`src/rtl/dmem_io_sequencer_pkg.sv`:
```
// Shared mux select codes, sequencer state encoding and small helpers for the
// DMEM load/run/dump sequencer.
package dmem_io_sequencer_pkg;

  localparam logic [1:0] MUX_CORE = 2'd0;
  localparam logic [1:0] MUX_LOAD = 2'd1;
  localparam logic [1:0] MUX_DUMP = 2'd2;

  typedef enum logic [3:0] {
    ST_IDLE    = 4'd0,
    ST_LOAD    = 4'd1,
    ST_WRITE   = 4'd2,
    ST_KICK    = 4'd3,
    ST_RUN     = 4'd4,
    ST_RD_ADDR = 4'd5,
    ST_RD_WAIT = 4'd6,
    ST_RD_OUT  = 4'd7,
    ST_DONE    = 4'd8
  } state_e;

  function automatic logic is_busy(input state_e s);
    return !((s == ST_IDLE) || (s == ST_DONE));
  endfunction

endpackage

```
`src/rtl/dmem_addr_counter.sv`:
```
// Address pointer shared by the load and dump phases: sync clear, parallel
// load and increment enable, in that priority order.
module dmem_addr_counter #(
  parameter int unsigned ADDR_W = 16
) (
  input  logic              clk,
  input  logic              rst,
  input  logic              clr,
  input  logic              load,
  input  logic [ADDR_W-1:0] load_val,
  input  logic              inc,
  output logic [ADDR_W-1:0] cnt
);

  logic [ADDR_W-1:0] cnt_q, cnt_d;

  always_comb begin
    cnt_d = cnt_q;
    if (clr)       cnt_d = '0;
    else if (load) cnt_d = load_val;
    else if (inc)  cnt_d = cnt_q + ADDR_W'(1);
  end

  always_ff @(posedge clk) begin
    if (rst) cnt_q <= '0;
    else     cnt_q <= cnt_d;
  end

  assign cnt = cnt_q;

endmodule

```
`src/rtl/dmem_io_sequencer.sv`:
```
// Streams a load image into DMEM, kicks the core, waits for END, then streams a
// DMEM window back out. All outputs come straight from flops.
module dmem_io_sequencer
  import dmem_io_sequencer_pkg::*;
#(
  parameter int unsigned ADDR_W      = 16,
  parameter int unsigned DATA_W      = 16,
  parameter int unsigned LOAD_WORDS  = 1000,
  parameter int unsigned DUMP_BASE   = 0,
  parameter int unsigned DUMP_END    = 997,
  parameter int unsigned RUN_TIMEOUT = 20000
) (
  input  logic              clk,
  input  logic              RESET,
  input  logic              go,
  input  logic              in_valid,
  input  logic [DATA_W-1:0] in_data,
  output logic              in_ready,
  output logic [ADDR_W-1:0] mem_addr,
  output logic [DATA_W-1:0] mem_wdata,
  output logic              mem_we,
  input  logic [DATA_W-1:0] mem_rdata,
  output logic [1:0]        addr_mux_select,
  output logic              START,
  input  logic              END,
  output logic              out_valid,
  output logic [DATA_W-1:0] out_data,
  input  logic              out_ready,
  output logic              busy,
  output logic              done,
  output logic              timeout_err
);

  localparam int unsigned TIMER_W = (RUN_TIMEOUT > 1) ? $clog2(RUN_TIMEOUT) : 1;

  state_e              state_q, state_d;
  logic [TIMER_W-1:0]  timer_q, timer_d;
  logic                in_ready_q, in_ready_d;
  logic [ADDR_W-1:0]   mem_addr_q, mem_addr_d;
  logic [DATA_W-1:0]   mem_wdata_q, mem_wdata_d;
  logic                mem_we_q, mem_we_d;
  logic [1:0]          mux_q, mux_d;
  logic                start_q, start_d;
  logic                out_valid_q, out_valid_d;
  logic [DATA_W-1:0]   out_data_q, out_data_d;
  logic                busy_q, busy_d;
  logic                done_q, done_d;
  logic                timeout_q, timeout_d;

  logic                cnt_clr, cnt_load, cnt_inc;
  logic [ADDR_W-1:0]   ptr;

  dmem_addr_counter #(.ADDR_W(ADDR_W)) u_ptr (
    .clk      (clk),
    .rst      (RESET),
    .clr      (cnt_clr),
    .load     (cnt_load),
    .load_val (ADDR_W'(DUMP_BASE)),
    .inc      (cnt_inc),
    .cnt      (ptr)
  );

  // Next-state and next-output logic; outputs are computed for the state being entered.
  always_comb begin
    state_d     = state_q;
    timer_d     = timer_q;
    in_ready_d  = in_ready_q;
    mem_addr_d  = mem_addr_q;
    mem_wdata_d = mem_wdata_q;
    mem_we_d    = 1'b0;
    mux_d       = mux_q;
    start_d     = 1'b0;
    out_valid_d = out_valid_q;
    out_data_d  = out_data_q;
    done_d      = done_q;
    timeout_d   = timeout_q;
    cnt_clr     = 1'b0;
    cnt_load    = 1'b0;
    cnt_inc     = 1'b0;

    unique case (state_q)
      ST_IDLE, ST_DONE: begin
        if (go) begin
          done_d    = 1'b0;
          timeout_d = 1'b0;
          cnt_clr   = 1'b1;
          if (LOAD_WORDS == 0) begin
            state_d = ST_KICK;
            mux_d   = MUX_CORE;
            start_d = 1'b1;
          end else begin
            state_d    = ST_LOAD;
            mux_d      = MUX_LOAD;
            in_ready_d = 1'b1;
          end
        end
      end
      ST_LOAD: begin
        if (in_valid && in_ready_q) begin
          mem_wdata_d = in_data;
          mem_addr_d  = ptr;
          mem_we_d    = 1'b1;
          in_ready_d  = 1'b0;
          state_d     = ST_WRITE;
        end
      end
      ST_WRITE: begin
        cnt_inc = 1'b1;
        if (32'(ptr) + 32'd1 == LOAD_WORDS) begin
          state_d = ST_KICK;
          mux_d   = MUX_CORE;
          start_d = 1'b1;
        end else begin
          state_d    = ST_LOAD;
          in_ready_d = 1'b1;
        end
      end
      ST_KICK: begin
        timer_d = '0;
        state_d = ST_RUN;
      end
      // END beats the timeout when both land in the same cycle.
      ST_RUN: begin
        timer_d = timer_q + TIMER_W'(1);
        if (END) begin
          cnt_load   = 1'b1;
          mem_addr_d = ADDR_W'(DUMP_BASE);
          mux_d      = MUX_DUMP;
          state_d    = ST_RD_ADDR;
        end else if (timer_q == TIMER_W'(RUN_TIMEOUT - 1)) begin
          timeout_d = 1'b1;
          done_d    = 1'b1;
          state_d   = ST_DONE;
        end
      end
      ST_RD_ADDR: begin
        if (32'(ptr) >= DUMP_END) begin
          mux_d   = MUX_CORE;
          done_d  = 1'b1;
          state_d = ST_DONE;
        end else begin
          state_d = ST_RD_WAIT;
        end
      end
      ST_RD_WAIT: begin
        out_data_d  = mem_rdata;
        out_valid_d = 1'b1;
        state_d     = ST_RD_OUT;
      end
      ST_RD_OUT: begin
        if (out_ready) begin
          out_valid_d = 1'b0;
          cnt_inc     = 1'b1;
          mem_addr_d  = ptr + ADDR_W'(1);
          state_d     = ST_RD_ADDR;
        end
      end
      default: state_d = ST_IDLE;
    endcase

    busy_d = is_busy(state_d);
  end

  always_ff @(posedge clk) begin
    if (RESET) begin
      state_q     <= ST_IDLE;
      timer_q     <= '0;
      in_ready_q  <= 1'b0;
      mem_addr_q  <= '0;
      mem_wdata_q <= '0;
      mem_we_q    <= 1'b0;
      mux_q       <= MUX_CORE;
      start_q     <= 1'b0;
      out_valid_q <= 1'b0;
      out_data_q  <= '0;
      busy_q      <= 1'b0;
      done_q      <= 1'b0;
      timeout_q   <= 1'b0;
    end else begin
      state_q     <= state_d;
      timer_q     <= timer_d;
      in_ready_q  <= in_ready_d;
      mem_addr_q  <= mem_addr_d;
      mem_wdata_q <= mem_wdata_d;
      mem_we_q    <= mem_we_d;
      mux_q       <= mux_d;
      start_q     <= start_d;
      out_valid_q <= out_valid_d;
      out_data_q  <= out_data_d;
      busy_q      <= busy_d;
      done_q      <= done_d;
      timeout_q   <= timeout_d;
    end
  end

  assign in_ready        = in_ready_q;
  assign mem_addr        = mem_addr_q;
  assign mem_wdata       = mem_wdata_q;
  assign mem_we          = mem_we_q;
  assign addr_mux_select = mux_q;
  assign START           = start_q;
  assign out_valid       = out_valid_q;
  assign out_data        = out_data_q;
  assign busy            = busy_q;
  assign done            = done_q;
  assign timeout_err     = timeout_q;

endmodule

```
`config.mk`:
```
export PLATFORM = sky130hd
export DESIGN_NAME = dmem_io_sequencer
export DESIGN_NICKNAME = d
export VERILOG_FILES = /design/src/rtl/dmem_io_sequencer_pkg.sv /design/src/rtl/dmem_addr_counter.sv /design/src/rtl/dmem_io_sequencer.sv
export SDC_FILE = /design/constraint.sdc
export NUM_CORES = 1
export LEC_CHECK = 0
export ABC_AREA = 1
export CAP_MARGIN = 40
export CORE_ASPECT_RATIO = 1.75
export CORE_UTILIZATION = 35
export CTS_CLUSTER_DIAMETER = 200
export DETAILED_ROUTE_END_ITERATION = 16
export SYNTH_ARGS = -nofsm -noshare
export SYNTH_HDL_FRONTEND = slang
export SYNTH_HIERARCHICAL = 1
export SYNTH_SLANG_ARGS = --single-unit
```
`constraint.sdc`:
```
create_clock -name clk -period 4.99 [get_ports clk]
set_input_delay 0.998 -clock clk [delete_from_list [all_inputs] [get_ports clk]]
set_output_delay 0.998 -clock clk [all_outputs]
set_load 0.01 [all_outputs]
```
==> impl_metrics.yaml <==
placement:
  place_ws_ns: 1.66
  gp_congestion: 0.891
  post_dp_cell_area_sq_um: 5900
  post-dp-hpwl_um: 10700
  port_buffers: 94
drt:
  met2_length_um: 7650
  avgViaCountPerCell: 5.03
  wl_per_cell_um: 14.2
  route.detailed.drc: 0
  dr_wl_met3_um: 477
  firstDrtPassIters: 5
  route.vias.total: 4896
  drt_iter0_markers: 222
  met1_length_um: 5100
  postRouteAntennaNets: 0
  wirelength_um: 13900
  top_layer: "met4"
yosys:
  synth_edf_count: 0
  netlist_area_sq_um: 4770
  synthFlopType: "dfxtp_1"
  syn_avg_cell_area_sq_um: 6.88
  yosysSeqAreaShare_pct: 38.6
  yosysWarnings: 6
  synthCells: 693
  synth.distinct_cells: 41
  synthArstFlopShare_pct: 0
  synth-seq-cells: 92
sta:
  hold_viol: 0
  setup_violations: 0
  fmax_ghz: 0.339
  slew_headroom_pct: 40.0
  maxSlewViolCount: 0
  fin_skew_ns: 0.00711
  rsz0062_at_grt: "no"
  setup_tns_ns: 0
  min_period_ns: 2.95
  fin_crit_sh_pct: 59.1
  worst_slew_pin_slew_ns: 0.897
  hold_ws_ns: 0.444
  finalWorstSetupSlack_ns: 2.04
clock_tree:
  cts_resized: 0
  numCtsBuffers: 9
  h-tree-depth: 3
  cts_hold_buf: 0
  cts_tree: "built"
  post_cts.repair.setup_buffers: 0
  cts_root_buf: "clkbuf_16"
  insertion_delay_ns: 0.34
  cts_sinks: 92
  clk_pin_slew_ns: 0.07
  max-clock-path-buffers: 2
final_layout:
  antennaDiodeCount: 0
  fin_area_sq_um: 6210
  synthToLayoutAreaGrowth_pct: 30.3
  fin_nets: 838
  drive_gt1_share_pct: 6.51
  post-route-util_pct: 46.7
critical_path:
  reg2reg_depth: 9
  crit_arrival_ns: 3.22
  critPathCaptureType: "flop"
  crit_required_ns: 5.27
  path_class: "primary input to flop"
  cp_max_fo: 28
  cp-start-kind: "primary input"
die:
  die_y_um: 156
  die-area_sq_um: 14100
  core_area_sq_um: 13300
  initial_core_util_pct: 35.8
  die_w_um: 90.2
  top_level_ports: 95
  rows: 56
global_route:
  gr-total-overflow: 0
  grt_max_degree: 29
  grt_antenna_before_repair: 0
  grt_pass1_wl_um: 22400
  grt_usage_pct: 20.1
  grt_pass1_vias: 4764
power_and_ir_drop:
  power.leakage_nw: 2.26
  power_density_nw_per_um2: 276
  worst_ir_drop_vdd_v: 0.000169
worst_hold_path:
  whs_path_depth: 2
  hp-class: "flop to flop"
status:
  outcome: "completed"
run:
  cap_violations: 0
==> report_power, final <==
group	leakage (nW)	internal, mW	total, mW	switching [mW]
logic	1.36	0.110	0.226	0.116
registers	0.745	0.767	0.786	0.0193
clock network	0.150	0.397	0.703	0.306
==> cells in the mapped netlist (2+ instances only) <==
| cell type | count | area share (%) |
|---|---|---|
| nand2_2 | 6 | 0.79 |
| o22ai_1 | 6 | 0.79 |
| buf_2 | 4 | 0.42 |
| xor2_1 | 6 | 1.1 |
| a211oi_1 | 5 | 0.79 |
| a22oi_1 | 12 | 1.9 |
| dfxtp_1 | 92 | 39 |
| clkbuf_1 | 12 | 0.95 |
| o21bai_1 | 2 | 0.31 |
| o21ai_1 | 2 | 0.21 |
| nand3b_1 | 2 | 0.31 |
| nand2_1 | 121 | 9.5 |
| nor2_4 | 7 | 1.7 |
| nand4_1 | 13 | 1.7 |
| o21ai_0 | 60 | 6.3 |
| nand3_1 | 36 | 3.8 |
| xnor2_1 | 2 | 0.37 |
| nor4_1 | 3 | 0.39 |
| a221oi_1 | 6 | 1.1 |
| o2111ai_1 | 2 | 0.37 |
| nor2_1 | 98 | 7.7 |
| inv_2 | 5 | 0.39 |
| a31oi_1 | 3 | 0.39 |
| a21oi_1 | 57 | 6.0 |
| inv_1 | 85 | 6.7 |
| nor3_1 | 14 | 1.5 |
| buf_4 | 3 | 0.47 |
| ha_1 | 6 | 1.6 |
| nor2_2 | 8 | 1.1 |
| nand3_2 | 4 | 0.84 |
==> metrics by stage <==
step,power [mW],instances
6_report,1.71,973
5_1_grt,1.80,973
4_1_cts,1.75,973
3_5_place_dp,1.03,957
3_3_place_gp,1.03,955
2_1_floorplan,0.912,708
==> cells in the final DEF, fill, tap and decap left out, drive strengths merged, types with 3 or more instances in the layout <==
cell type and n:
nand4 14, a22oi 12, clkdlybuf4s50 94, nor2 113, o21bai 3, dfxtp 92
ha 6, xor2 6, a221oi 6, a31oi 3, o22ai 6, inv 93
o21ai 62, nand3 40, a211oi 5, buf 3, clkbuf 9, conb 16
clkinv 3, nor4 3, nand2 127, nor3 14, a21oi 58
==> logic make-up (layout without fill, tap and decap cells) <==
kind of cell | after synthesis | in the layout | synth area share (%)
buf+inv | 113 | 204 | 9.42
other cells | 1 | 16 | 0.0787
fa+ha+maj | 6 | 6 | 1.58
simple gates | 313 | 313 | 29.7
xor+xnor | 8 | 8 | 1.47
flops | 92 | 92 | 38.6
compound gates | 160 | 160 | 19.1
==> worst paths after layout <==
check / startpoint / endpoint / slack [ns]
worst max-delay path: RESET / mem_addr[13] / 2.04
worst min-delay path: mem_wdata[6] / mem_wdata[6] / 0.44
worst max register to register: state_q[2] / u_ptr/cnt[10] / 2.33
worst min register to register: mem_wdata[6] / mem_wdata[6] / 0.44
==> layer usage <==
metal	track usage [%]	vias to the layer above
met3	3.26	37
met1	19.3	2249
li1	-	2487
met5	0	-
met2	39.5	123
met4	11.8	0
==> final cells by class <==
type	count	area, sq um
clock buffer	9	225
clock inverter	7	82.6
fill	1365	7100
inverter	91	342
multi-input combinational	503	2530
sequential	92	1840
tap	174	218
timing repair buffer	97	971
==> sequential cells by signal, indices dropped and copies added (netlist names) <==
name	count
addr_mux_select	2
done	1
timeout_err	1
state_q	4
busy	1
timer_q	15
out_valid	1
out_data	16
u_ptr/cnt	16
mem_addr	16
mem_we	1
in_ready	1
START	1
mem_wdata	16
==> critical path, cell delays in order <==
cell             delay, ns
clkdlybuf4s50_1       0.82
inv_1                 0.73
buf_4                 0.38
o21ai_0               0.14
a21oi_1               0.12
Power figures use the tool's default switching activity.
